[config.mk]
export PLATFORM = sky130hd
export DESIGN_NAME = rtc_frame_capture
export DESIGN_NICKNAME = d
export VERILOG_FILES = /design/src/rtl/rtc_frame_capture.sv
export SDC_FILE = /design/constraint.sdc
export NUM_CORES = 1
export LEC_CHECK = 0
export CORE_ASPECT_RATIO = 1.5
export CORE_UTILIZATION = 50
export DETAILED_ROUTE_END_ITERATION = 7
export HOLD_SLACK_MARGIN = 0.05
export PLACE_DENSITY = 0.72
export SLEW_MARGIN = 20
export SYNTH_ARGS = -nofsm -noshare
export SYNTH_HDL_FRONTEND = slang
export SYNTH_SLANG_ARGS = --single-unit
[constraint.sdc]
create_clock -name clkREG -period 1.5 [get_ports clkREG]
set_input_delay 0.15 -clock clkREG [delete_from_list [all_inputs] [get_ports clkREG]]
set_output_delay 0.15 -clock clkREG [all_outputs]
set_load 0.02 [all_outputs]
[src/rtl/rtc_frame_capture.sv]
// rtc_frame_capture
// Collects the 9-byte time/date frame streamed by the RTC address sequencer
// into a shadow buffer and copies it to the readable bank in a single cycle.
// Display logic therefore never sees a frame that is only partly updated.
// Optional build macro: RTC_BCD_CHECK_EN. When it is defined, any byte that
// has a nibble above 9 is treated as an out-of-sequence byte.
module rtc_frame_capture #(
  parameter int NUM_REGS = 9,
  parameter int DW       = 8,
  parameter int AW       = 4
) (
  input  logic          clkREG,
  input  logic          resetREG,
  input  logic          enREG,
  input  logic [AW-1:0] addrREG,
  input  logic [DW-1:0] dinREG,
  input  logic          strobeREG,
  input  logic [AW-1:0] rd_addrREG,
  output logic [DW-1:0] rd_dataREG,
  output logic          busyREG,
  output logic          frame_doneREG,
  output logic          seq_errREG,
  output logic [7:0]    frame_cntREG
);

  typedef enum logic [1:0] {IDLE, CAPTURE, COMMIT} state_t;

  localparam logic [AW-1:0] LAST_ADDR = AW'(NUM_REGS - 1);

  state_t        state_q, state_d;
  logic [AW-1:0] expect_q, expect_d;
  logic [DW-1:0] shadow_q [NUM_REGS];
  logic [DW-1:0] shadow_d [NUM_REGS];
  logic [DW-1:0] bank_q   [NUM_REGS];
  logic [DW-1:0] bank_d   [NUM_REGS];
  logic          frameDone_q, frameDone_d;
  logic          seqErr_q, seqErr_d;
  logic [7:0]    frameCnt_q, frameCnt_d;
  logic          bcdBad;

  // Flag bytes that are not valid BCD. Without the macro, no byte is ever rejected.
  always_comb begin
`ifdef RTC_BCD_CHECK_EN
    bcdBad = (dinREG[DW-1:DW-4] > 4'd9) || (dinREG[3:0] > 4'd9);
`else
    bcdBad = 1'b0;
`endif
  end

  // State register. A reset clears everything and drops any partial frame.
  always_ff @(posedge clkREG) begin
    if (resetREG) begin
      state_q     <= IDLE;
      expect_q    <= '0;
      frameDone_q <= 1'b0;
      seqErr_q    <= 1'b0;
      frameCnt_q  <= '0;
      for (int i = 0; i < NUM_REGS; i++) begin
        shadow_q[i] <= '0;
        bank_q[i]   <= '0;
      end
    end else begin
      state_q     <= state_d;
      expect_q    <= expect_d;
      frameDone_q <= frameDone_d;
      seqErr_q    <= seqErr_d;
      frameCnt_q  <= frameCnt_d;
      for (int i = 0; i < NUM_REGS; i++) begin
        shadow_q[i] <= shadow_d[i];
        bank_q[i]   <= bank_d[i];
      end
    end
  end

  // Next-state logic: sequence checking, shadow capture, and the one-cycle commit.
  always_comb begin
    state_d     = state_q;
    expect_d    = expect_q;
    frameDone_d = 1'b0;
    seqErr_d    = 1'b0;
    frameCnt_d  = frameCnt_q;
    for (int i = 0; i < NUM_REGS; i++) begin
      shadow_d[i] = shadow_q[i];
      bank_d[i]   = bank_q[i];
    end
    case (state_q)
      IDLE: begin
        if (enREG && strobeREG) begin
          if (bcdBad || (addrREG != '0)) begin
            seqErr_d = 1'b1;
          end else begin
            shadow_d[0] = dinREG;
            expect_d    = AW'(1);
            state_d     = CAPTURE;
          end
        end
      end
      CAPTURE: begin
        if (!enREG) begin
          state_d  = IDLE;
          expect_d = '0;
        end else if (strobeREG) begin
          if (bcdBad) begin
            seqErr_d = 1'b1;
            state_d  = IDLE;
            expect_d = '0;
          end else if (addrREG == expect_q) begin
            for (int i = 0; i < NUM_REGS; i++) begin
              if (addrREG == AW'(i)) shadow_d[i] = dinREG;
            end
            expect_d = expect_q + AW'(1);
            if (addrREG == LAST_ADDR) state_d = COMMIT;
          end else if (addrREG == '0) begin
            seqErr_d    = 1'b1;
            shadow_d[0] = dinREG;
            expect_d    = AW'(1);
          end else begin
            seqErr_d = 1'b1;
            state_d  = IDLE;
            expect_d = '0;
          end
        end
      end
      COMMIT: begin
        for (int i = 0; i < NUM_REGS; i++) bank_d[i] = shadow_q[i];
        frameDone_d = 1'b1;
        frameCnt_d  = frameCnt_q + 8'd1;
        expect_d    = '0;
        state_d     = IDLE;
      end
      default: begin
        state_d  = IDLE;
        expect_d = '0;
      end
    endcase
  end

  // Outputs: registered pulses, a busy flag decoded from the state, and a bank read port that returns 0 out of range.
  always_comb begin
    busyREG       = (state_q != IDLE);
    frame_doneREG = frameDone_q;
    seq_errREG    = seqErr_q;
    frame_cntREG  = frameCnt_q;
    rd_dataREG    = '0;
    for (int i = 0; i < NUM_REGS; i++) begin
      if (rd_addrREG == AW'(i)) rd_dataREG = bank_q[i];
    end
  end

endmodule

==> results.toml <==
[routing]
drtIter0Drc = 554
wl_per_cell_um = 17.9
num_vias = 6743
routed_wl_um = 20400
drcViolationCount = 0
antenna_left = 0
viasPerCell = 5.92
firstDrtPassIters = 6

[logic_synthesis]
synth.top_cells.by_count = "173 x nand2_1, 160 x dfxtp_1, 144 x a21oi_1"
syn_area_mm2 = 0.00710
synth.yosys.warnings = 0
synth-compound-area-share_pct = 19.8
synth_top_family_by_area = "simple AND/OR/NAND/NOR gates"
synthArstFlopShare_pct = 0
yosysUniqueCellTypes = 56
synthCells = 888
synth_edf_count = 0
ys_seq_elements = 160
avgSynthCellArea_um2 = 8.00
yosys.area.top_type = "dfxtp_1"
synth.yosys.seq_area_share_pct = 45.1
synthAdderAreaFrac_pct = 0.352
yosysTopAreaCellShare_pct = 45.1
ys.flop_type = "dfxtp_1"
synth_xor_area_share_pct = 1.23
yosysMostFrequentCell = "nand2_1"
synth_fp_nets = 910
yosys.area_share.simple_pct = 24.5
muxShareOfSynthArea_pct = 3.01
synth_area_leaders = "dfxtp_1 45%, a21oi_1 10%, nand2_1 9.1%, nand3_1 4.6%, clkbuf_1 2.9%"

[min_path]
hold_start = "resetREG"
hold_class = "in -> reg"

[critical_path]
cp_max_fo = 2
critPathSlowestCell = "mux4_2"
rrSetupSlack_ns = -0.10
arrival_ns = 1.63
crit_chain = "mux4_2, mux2i_2, o21ai_2, buf_6"
critPathCaptureType = "output port"
r2r_cells = 4
cp-start-kind = "flop"
crit_type = "reg -> out"
crit_start = "bank_q[0][9]"
cp_data_required_time_ns = 1.35
critical_path.max_stage_delay_ns = 0.48
endpoint = "rd_dataREG[1]"
rr_startpoint = "state_q[1]"
reg2reg_to = "shadow_q[0][36]"

[sta]
setup_viol = 44
tightest_slew_ns = 0.504
worst_slack_ns = -0.284
hold_viol = 0
period_share_pct = 119
drv_slew = 0
relSlewSlack_pct = 66.3
maxClockFrequency_mhz = 560
skew_ns = 0.0109
min_period_ns = 1.78
rsz0062_at_grt = "true"

[place]
dp_hpwl_um = 13200
io_buffer_count = 38
gp_congestion = 0.952

[layout]
final_util_pct = 67.5
drive_above_1_share_pct = 28.7
fillers = 1101
nets = 983
seq_area_mm2 = 0.00323
syn_to_final_growth_pct = 32.4
multi_input_area_mm2 = 0.00392
n_antenna_cell = 0

[power_and_ir_drop]
power_mw = 9.13
leakage_nw = 3.34
max-vdd-ir-drop_mv = 0.758
powerDensity_mw_per_mm2 = 971

[global_routing]
grt_pass1_wl_um = 32300
grt_max_degree = 98
antenna_found_initial = 0
grt.total_usage_pct = 28.3
grt_pass1_vias = 6307
overflow = 0

[run]
max-cap-violations = 0

[cts]
cts.path.max_buffers = 2
cts-root-buf = "clkbuf_16"
clock_sinks = 160
clk_pin_slew_ns = 0.07
clock_latency_ns = 0.42
htreeDepth = 4
numCtsBuffers = 17
cts_tree = "yes"

[floorplan]
fp.coreArea_mm2 = 0.0139
dieArea_mm2 = 0.0147
fp.dieH_um = 148
start_util_pct = 51.0
io_pins = 39
rows = 53
die_w_um = 99.3

[outcome]
status = "finished with violations"
violations = "negative setup slack"
-- worst min-delay path by stage --
stage,depth (start not counted),to,slack [ns]
after global routing,2,frame_cntREG[6],0.07
after CTS,2,frame_doneREG,0.06
final,2,frame_doneREG,0.07
after detailed placement,2,bank_q[0][38],0.44
after floorplan,1,expect_q[0],0.26
after global placement,2,bank_q[0][38],0.44
-- registers in the layout, indices dropped and copies added (netlist names) --
| register | cells |
|---|---|
| bank_q | 72 |
| shadow_q | 72 |
| frame_cntREG | 8 |
| expect_q | 4 |
| state_q | 2 |
| frame_doneREG | 1 |
| seq_errREG | 1 |
-- placed cells by master (no fill, tap or decap), drive strengths merged, types with 2 or more instances in the layout --
cell type,Yosys,routed
nand3b,7,7
nor3b,3,3
or2,2,2
nand4,5,5
xor2,3,3
buf,33,115
a21oi,144,144
nand4b,9,9
nor2,12,12
clkdlybuf4s50,0,9
or3,3,3
nand3,65,65
a211o,8,8
a221oi,7,7
xnor2,7,7
mux2i,18,18
o21bai,7,7
dlygate4sd2,0,11
o21ai,72,72
dfxtp,160,160
inv,11,22
dlymetal6s2s,0,5
and3,2,2
o21a,7,7
nand2,174,174
clkbuf,55,18
nand2b,32,32
or4,7,7
nor3,5,5
clkinv,0,2
ha,2,2
nor2b,2,2
nor4,10,10
-- cells by family (layout without fill, tap and decap cells) --
family | Yosys count | count (layout)
simple gates | 342 | 342
mux | 20 | 20
xor+xnor | 10 | 10
buf+inv | 99 | 185
compound gates | 255 | 255
fa+ha+maj | 2 | 2
flops | 160 | 160
-- report_power, final --
group	total [mW]	internal (mW)	switching [mW]
Clock	4.17	2.22	1.95
Combinational	0.705	0.307	0.398
Sequential	4.26	4.25	0.00575
-- timing repair --
| item | CTS | global route |
|---|---|---|
| endpoints found under the hold margin | 0 | 0 |
| cloned | 2 | 0 |
| hold buffers | 0 | 0 |
| pin swaps | 17 | 24 |
| endpoints found under the setup margin | 105 | 90 |
| resized for setup | 155 | 76 |
| setup buffers | 7 | 6 |
-- layer usage --
layer,GRT usage [%],up-vias,routed length (um)
li1,-,3232,-
met3,5.53,70,997
met5,0,-,0
met2,47.2,233,10300
met1,34.1,3208,8160
met4,15.4,0,993
-- worst max-delay path: cells and delay by family, from the launching register on --
family	cells	cell delay [ns]
compound gates	1	0.07
buf+inv	1	0.13
flops	1	0.35
mux	2	0.66
-- final cells by class --
class,count,share of cell area (%)
Sequential cell,160,34.4
Inverter,11,0.439
Clock inverter,14,1.48
Timing Repair Buffer,142,15.2
Tap cell,165,2.20
Clock buffer,18,4.56
Multi-Input combinational cell,629,41.7
-- per-stage QoR --
step	cell area, um^2	setup WS, ns	setup TNS [ns]	cells	hold WS [ns]
3_5_place_dp	8190	-0.918	-47.13	1096	0.442
3_3_place_gp	8190	-0.901	-46.11	1096	0.437
5_1_grt	9410	-0.320	-6.34	1139	0.0680
4_1_cts	9130	-0.281	-2.34	1137	0.0588
6_report	9410	-0.284	-3.09	1139	0.0682
2_1_floorplan	7180	-0.122	-4.55	888	0.258
Power figures use the tool's default switching activity.
